**src/rtl/shift_chain_ctrl_pkg.sv**
```systemverilog
// Shared types and default sizing for the shift_chain_ctrl load/drain controller.
package shift_chain_ctrl_pkg;

    localparam int unsigned DEFAULT_SIZE  = 16;
    localparam int unsigned DEFAULT_DEPTH = 8;

    typedef enum logic [1:0] {
        IDLE,
        FILL,
        FULL,
        DRAIN
    } state_t;

endpackage

```
**src/rtl/shift_chain.sv**
```systemverilog
// DEPTH x SIZE register chain: stage0 takes din on shift, the tail is stage[DEPTH-1].
module shift_chain #(
    parameter int unsigned SIZE  = 16,
    parameter int unsigned DEPTH = 8
) (
    input  logic            clk,
    input  logic            rst_n,
    input  logic            i_shift_en,
    input  logic            i_clear,
    input  logic [SIZE-1:0] i_din,
    output logic [SIZE-1:0] o_tail
);

    logic [SIZE-1:0] r_stage [DEPTH];

    always_ff @(posedge clk or negedge rst_n) begin
        if (!rst_n) begin
            for (int unsigned i = 0; i < DEPTH; i++) r_stage[i] <= '0;
        end else if (i_clear) begin
            for (int unsigned i = 0; i < DEPTH; i++) r_stage[i] <= '0;
        end else if (i_shift_en) begin
            r_stage[0] <= i_din;
            for (int unsigned i = 1; i < DEPTH; i++) r_stage[i] <= r_stage[i-1];
        end
    end

    assign o_tail = r_stage[DEPTH-1];

endmodule

```
**src/rtl/shift_chain_ctrl.sv**
```systemverilog
// Counted, handshaked fill/hold/drain controller around a shift_chain.
// Define SHIFT_CHAIN_CTRL_RECIRC_EN to add the recirc port (non-destructive drain back to FULL).
module shift_chain_ctrl
    import shift_chain_ctrl_pkg::*;
#(
    parameter  int unsigned SIZE  = DEFAULT_SIZE,
    parameter  int unsigned DEPTH = DEFAULT_DEPTH,
    localparam int unsigned CW    = $clog2(DEPTH + 1)
) (
    input  logic            clk,
    input  logic            reset,
    input  logic            start_fill,
    input  logic            start_drain,
    input  logic            abort,
`ifdef SHIFT_CHAIN_CTRL_RECIRC_EN
    input  logic            recirc,
`endif
    input  logic            in_valid,
    input  logic [SIZE-1:0] in_data,
    output logic            in_ready,
    output logic            out_valid,
    output logic [SIZE-1:0] out_data,
    input  logic            out_ready,
    output logic            busy,
    output logic            full,
    output logic            done,
    output logic [CW-1:0]   fill_count
);

    state_t          r_state, w_next_state;
    logic [CW-1:0]   r_fill_count, r_shift_cnt;
    logic [SIZE-1:0] r_out_data, w_tail, w_chain_din;
    logic            r_out_valid, r_done;
    logic            w_accept, w_drain_shift, w_drain_last, w_recirc_sel;
    logic            w_start_fill, w_start_drain;

    assign w_start_fill  = (r_state == IDLE)  && start_fill  && !abort;
    assign w_start_drain = (r_state == FULL)  && start_drain && !abort;
    assign w_accept      = (r_state == FILL)  && in_valid    && !abort;
    assign w_drain_shift = (r_state == DRAIN) && (r_shift_cnt != '0)
                           && (!r_out_valid || out_ready) && !abort;
    assign w_drain_last  = (r_state == DRAIN) && (r_shift_cnt == '0)
                           && r_out_valid && out_ready && !abort;

`ifdef SHIFT_CHAIN_CTRL_RECIRC_EN
    logic r_recirc;

    always_ff @(posedge clk or negedge reset) begin
        if (!reset)             r_recirc <= 1'b0;
        else if (abort)         r_recirc <= 1'b0;
        else if (w_start_drain) r_recirc <= recirc;
    end

    assign w_recirc_sel = r_recirc;
`else
    assign w_recirc_sel = 1'b0;
`endif

    // Recirculating the tail for DEPTH shifts rotates the chain back to its pre-drain contents.
    assign w_chain_din = w_accept ? in_data : (w_recirc_sel ? w_tail : '0);

    shift_chain #(
        .SIZE  (SIZE),
        .DEPTH (DEPTH)
    ) u_chain (
        .clk        (clk),
        .rst_n      (reset),
        .i_shift_en (w_accept || w_drain_shift),
        .i_clear    (abort),
        .i_din      (w_chain_din),
        .o_tail     (w_tail)
    );

    always_ff @(posedge clk or negedge reset) begin
        if (!reset) r_state <= IDLE;
        else        r_state <= w_next_state;
    end

    always_comb begin
        w_next_state = r_state;
        if (abort) begin
            w_next_state = IDLE;
        end else begin
            case (r_state)
                IDLE:    if (start_fill) w_next_state = FILL;
                FILL:    if (w_accept && (r_fill_count == CW'(DEPTH - 1))) w_next_state = FULL;
                FULL:    if (start_drain) w_next_state = DRAIN;
                DRAIN:   if (w_drain_last) w_next_state = w_recirc_sel ? FULL : IDLE;
                default: w_next_state = IDLE;
            endcase
        end
    end

    always_comb begin
        in_ready = (r_state == FILL) && !abort;
        busy     = (r_state != IDLE);
        full     = (r_state == FULL);
    end

    always_ff @(posedge clk or negedge reset) begin
        if (!reset) begin
            r_fill_count <= '0;
            r_shift_cnt  <= '0;
            r_out_data   <= '0;
            r_out_valid  <= 1'b0;
            r_done       <= 1'b0;
        end else begin
            r_done <= 1'b0;
            if (abort) begin
                r_fill_count <= '0;
                r_shift_cnt  <= '0;
                r_out_data   <= '0;
                r_out_valid  <= 1'b0;
            end else begin
                if (w_start_fill)  r_fill_count <= '0;
                else if (w_accept) r_fill_count <= r_fill_count + 1'b1;

                if (w_start_drain)      r_shift_cnt <= CW'(DEPTH);
                else if (w_drain_shift) r_shift_cnt <= r_shift_cnt - 1'b1;

                if (w_drain_shift) begin
                    r_out_data  <= w_tail;
                    r_out_valid <= 1'b1;
                end else if (w_drain_last) begin
                    r_out_valid <= 1'b0;
                    r_done      <= 1'b1;
                end
            end
        end
    end

    assign out_data   = r_out_data;
    assign out_valid  = r_out_valid;
    assign done       = r_done;
    assign fill_count = r_fill_count;

endmodule

```
**config.mk**
```make
export PLATFORM = sky130hd
export DESIGN_NAME = shift_chain_ctrl
export DESIGN_NICKNAME = d
export VERILOG_FILES = /design/src/rtl/shift_chain_ctrl_pkg.sv /design/src/rtl/shift_chain.sv /design/src/rtl/shift_chain_ctrl.sv
export SDC_FILE = /design/constraint.sdc
export NUM_CORES = 1
export LEC_CHECK = 0
export BUFFER_PORTS_ARGS = -buffer_cell sky130_fd_sc_hd__clkbuf_2
export CAP_MARGIN = 25
export CORE_MARGIN = 2
export CORE_UTILIZATION = 47
export DETAILED_ROUTE_END_ITERATION = 8
export SETUP_SLACK_MARGIN = 0.02
export SLEW_MARGIN = 20
export SYNTH_ARGS = -nofsm -noshare
export SYNTH_HDL_FRONTEND = slang
export SYNTH_SLANG_ARGS = --single-unit
export TNS_END_PERCENT = 30
```
**constraint.sdc**
```tcl
create_clock -name clk -period 2.4 [get_ports clk]
set_input_delay 0.6 -clock clk [delete_from_list [all_inputs] [get_ports clk]]
set_output_delay 0.6 -clock clk [all_outputs]
set_load 0.1 [all_outputs]
```
Word-level counts from Yosys, hierarchy flattened

Index checks and enable logic that the tools add are counted.

Flip-flop bits (word level): 156
Bits of input ports: 23
Logic and storage cells: 76

Mux-type cells: 23
Equal/unequal tests: 8
Add/sub/neg operators: 2
Reduce and logical (&&, ||, !) cells: 29

Operators with widths:

| cell                | count |
|---|---|
| $mux 128            | 2 |
| $mux 16             | 3 |
| $mux 4              | 6 |
| $logic_and 1x1->1   | 15 |
| $ne 3x3->1 const B  | 4 |
| $mux 2              | 5 |
| $reduce_bool 3->1   | 3 |
| $pmux 2 s4          | 1 |
| $mux 1              | 6 |
| $reduce_bool 2->1   | 3 |
| $add 4x1->4 const B | 1 |
| $eq 2x2->1 const B  | 2 |
| $eq 4x3->1 const B  | 1 |
| $logic_not 4->1     | 1 |
| $reduce_and 4->1    | 1 |
| $reduce_bool 4->1   | 1 |
| $sub 4x1->4 const B | 1 |
| $eq 2x1->1 const B  | 1 |
| $logic_not 1->1     | 2 |
| $logic_not 2->1     | 1 |
| $logic_or 1x1->1    | 2 |

Logic depth before layout (Yosys ltp)

Depth in word-level cells: 8
Mapped depth: 9
Gate-level depth less buffers: 6

Cells and area by module

A second synthesis with hierarchy kept.

Cells, all modules: 592
Area, all modules: 6,904.1 um^2

Modules (own cells, without submodules):

| module           | seq. area each (um^2) | times used | cells each | area an instance (um^2) |
|---|---|---|---|---|
| shift_chain      | 3,203.1               | 1          | 428        | 5,412.7 |
| shift_chain_ctrl | 700.7                 | 1          | 164        | 1,491.4 |

Worst setup path before layout

OpenSTA, ideal clock, no wires.

Path kind: input -> output
From: input abort
To: output in_ready
Cell stages on the path: 3
Arrival time: 2,314 ps
Buffers on the path: 2
Setup slack: -514 ps
Cell sequence: clkbuf_1 clkbuf_1 nor2b_1

Longest elaborated chain between the ends: 2

RTL lines:

| item              | line                   | source |
|---|---|---|
| start, declared   | shift_chain_ctrl.sv:14 | `input logic abort,` |
| $logic_not 1->1   | shift_chain_ctrl.sv:95 | `in_ready = (r_state == FILL) && !abort;` |
| $logic_and 1x1->1 | shift_chain_ctrl.sv:95 |  |
| end, declared     | shift_chain_ctrl.sv:20 | `output logic in_ready,` |

Every way passes these cells.

Worst setup path after layout

From: register r_state[0]
To: output busy

Longest elaborated chain between the ends: 1

RTL lines:

| item                   | line                   | source |
|---|---|---|
| start, declared        | shift_chain_ctrl.sv:30 | `state_t r_state, w_next_state;` |
| start signal, assigned | shift_chain_ctrl.sv:76 | `else r_state <= w_next_state;` |
| $reduce_bool 2->1      | shift_chain_ctrl.sv:96 | `busy = (r_state != IDLE);` |
| end, declared          | shift_chain_ctrl.sv:24 | `output logic busy,` |

Every way passes these cells.

==> impl_metrics.yaml <==
placement:
  gp_congestion: 0.720
  dp_slack_ns: 0.227
  numPortBuffers: 47
  place_area_um2: 6870
  hpwl_mm: 7.45
  placedCellCount: 888
setup_path:
  cp.required_ns: 1.80
  cp_cell_sequence: "inv_1 > ha_1 > inv_1 > clkbuf_2"
  critPathMostFrequentCell: "inv_1"
  end_kind: "output pin"
  cp_data_arrival_time_ns: 1.68
  slowest_stage: "clkbuf_2"
  critPathLaunchType: "flop"
  slowest_delay_ns: 0.46
  crit_path_max_fanout: 4
  path_class: "flop to output pin"
synth:
  synth-adder-area-share_pct: 1.36
  synthFlopType: "dfrtp_1"
  muxShareOfSynthArea_pct: 0.330
  synth_cell_types: 31
  synth-xor-area-share_pct: 0.816
  ys_seq_area_share_pct: 60.7
  synthSimpleGateAreaFrac_pct: 19.7
  yosys_warnings: 0
  synth-compound-area-share_pct: 12.4
  ys_ff_latch: 156
  synth_top_family_by_area: "simple AND/OR/NAND/NOR gates"
  synth_fp_nets: 732
  synth_edf_count: 0
  async_flop_share_pct: 100
  avgSynthCellArea_um2: 9.17
  netlist_instances: 702
  syn_area_um2: 6440
global_route:
  grt_util_all_layers_pct: 18.0
  grt_max_degree: 154
  grt_pass1_wl_mm: 21.3
  overflow: 0
  grt_pass1_vias: 4771
  antenna_found_initial: 0
clocking:
  numClockSinks: 156
  cts_max_path_buffers: 2
  h-tree-depth: 4
  clkLatencyLatePin_ns: 0.42
  tritoncts: "built"
  clkSlewWorstSetupHoldPaths_ns: 0.06
  cts_setup_buffers: 0
  cts_buffers: 17
  holdBufCountCts: 0
  ctsResizeCount: 0
  cts-root-buf: "clkbuf_16"
power_and_ir_drop:
  irDropWorstVdd_mv: 0.770
  p_leak_nw: 3.25
  powerDensity_nw_per_um2: 889
cells_and_area:
  syn2layout_area_growth_pct: 16.5
  nNetsFinal: 761
  antennaDiodeCount: 0
  drive_gt1_share_pct: 12.4
  fin_cells: 919
  fillers: 1215
  final_cell_area_um2: 7500
  utilization_pct: 56.4
sta:
  setup_tns_ns: 0
  finalCriticalPeriod_ns: 2.28
  skew_ns: 0.00702
  hold_violations: 0
  maxSlewViolCount: 0
  setup_viol: 0
  fin_ws_ns: 0.125
  rsz0062_at_grt: "no"
  worst_pin_slew_ns: 0.721
  min_period_over_period_pct: 94.8
  relSlewSlack_pct: 51.9
  max_freq_mhz: 439
floorplan:
  dieArea_um2: 14600
  ios: 48
  row_count: 42
  core_area_um2: 13300
  die_x_um: 121
  start_util_pct: 48.4
  fp.dieH_um: 121
status:
  status: "completed"
routing:
  wl_per_cell_um: 13.0
  drt-pass1-iter-count: 5
  drc: 0
  viasPerCell: 5.11
  vias: 4694
  routed_wirelength_mm: 11.9
  drtIter0Drc: 252
  postRouteAntennaNets: 0
hold_path:
  hp-class: "input port to async pin"
job:
  maxCapViolCount: 0
## flip-flops by register name, summed over array words and instances, names as in the netlist
| register | count |
|---|---|
| r_state | 2 |
| out_valid | 1 |
| u_chain.o_tail | 16 |
| fill_count | 4 |
| r_shift_cnt | 4 |
| u_chain.r_stage | 112 |
| done | 1 |
| out_data | 16 |
## layout by cell type (no fill, tap or decap), drive strengths merged, types with 2 or more instances in the layout
| cell | synthesis | layout |
|---|---|---|
| a21oi | 146 | 146 |
| buf | 30 | 17 |
| bufinv | 0 | 4 |
| clkbuf | 21 | 69 |
| dfrtp | 156 | 156 |
| ha | 7 | 7 |
| inv | 6 | 6 |
| nand2 | 280 | 280 |
| nand2b | 5 | 5 |
| nand3 | 17 | 17 |
| nand4 | 3 | 3 |
| nor2 | 9 | 9 |
| xnor2 | 2 | 2 |
| xor2 | 4 | 4 |
## power by group
part           total, W  switching [W]  internal, W
Sequential      0.00274      0.0000481      0.00270
Clock           0.00284       0.000995      0.00185
Combinational   0.00108       0.000778     0.000303
Total           0.00667        0.00182      0.00484
## cell families (layout without fill, tap and decap cells)
group	count (synthesis)	after routing
flip-flops	156	156
AO/OA/AOI/OAI	153	153
XOR/XNOR	6	6
buffers and inverters	57	98
multiplexers	2	2
AND/OR/NAND/NOR	321	321
adder cells (fa/ha/maj)	7	7
## cell usage after synthesis (all sizes together), types with 2 or more instances
master	instances	area share, %
nand4	3	0.29
xnor2	2	0.27
clkbuf	21	1.2
dfrtp	156	61
ha	7	1.4
a21oi	146	11
xor2	4	0.54
nand2	280	16
inv	6	0.35
nand3	17	1.3
buf	30	3.1
nor2	9	0.52
nand2b	5	0.49
## final timing paths
path | to | startpoint | cells past startpoint | slack [ns]
setup / recovery | busy | r_state[0] | 4 | 0.12
hold / removal | out_data[8] | reset | 1 | 0.06
setup reg to reg | u_chain.r_stage[72] | r_shift_cnt[0] | 7 | 0.23
hold reg to reg | u_chain.r_stage[62] | u_chain.r_stage[78] | 2 | 0.51
max in group asynchronous | u_chain.r_stage[114] | reset | 2 | 1.65
min in group clk | u_chain.r_stage[124] | in_data[12] | 3 | 0.39
## per-layer routing
layer  share of wire [%]  up-vias  GRT usage, %
li1                    -     2337             -
met4                 1.7        0          6.98
met1                  48     2271          23.0
met5                   0        -             0
met2                  48       69          29.4
met3                 3.1       17          4.51
## per-stage QoR
| step | power [W] | hold slack (ns) |
|---|---|---|
| 2_1_floorplan | 0.00360 | 0.304 |
| 5_1_grt | 0.00694 | 0.0723 |
| 6_report | 0.00667 | 0.0617 |
| 3_5_place_dp | 0.00389 | 0.509 |
| 4_1_cts | 0.00674 | 0.0588 |
| 3_3_place_gp | 0.00387 | 0.504 |
## cell type report
cell class | instances | area, um^2 | area share [%]
Clock buffer | 25 | 495 | 6.61
Timing Repair Buffer | 61 | 477 | 6.36
Multi-Input combinational cell | 489 | 2240 | 29.9
Tap cell | 176 | 220 | 2.94
Sequential cell | 156 | 3900 | 52.1
Clock inverter | 6 | 133 | 1.77
Inverter | 6 | 22.5 | 0.300
## worst max-delay path: cells and delay by family (launching register included)
family,cells,cell delay (ns)
adders and majority gates,1,0.21
buffers and inverters,3,0.64
DFF,1,0.41
No activity file was read; power rests on OpenSTA's default activity.
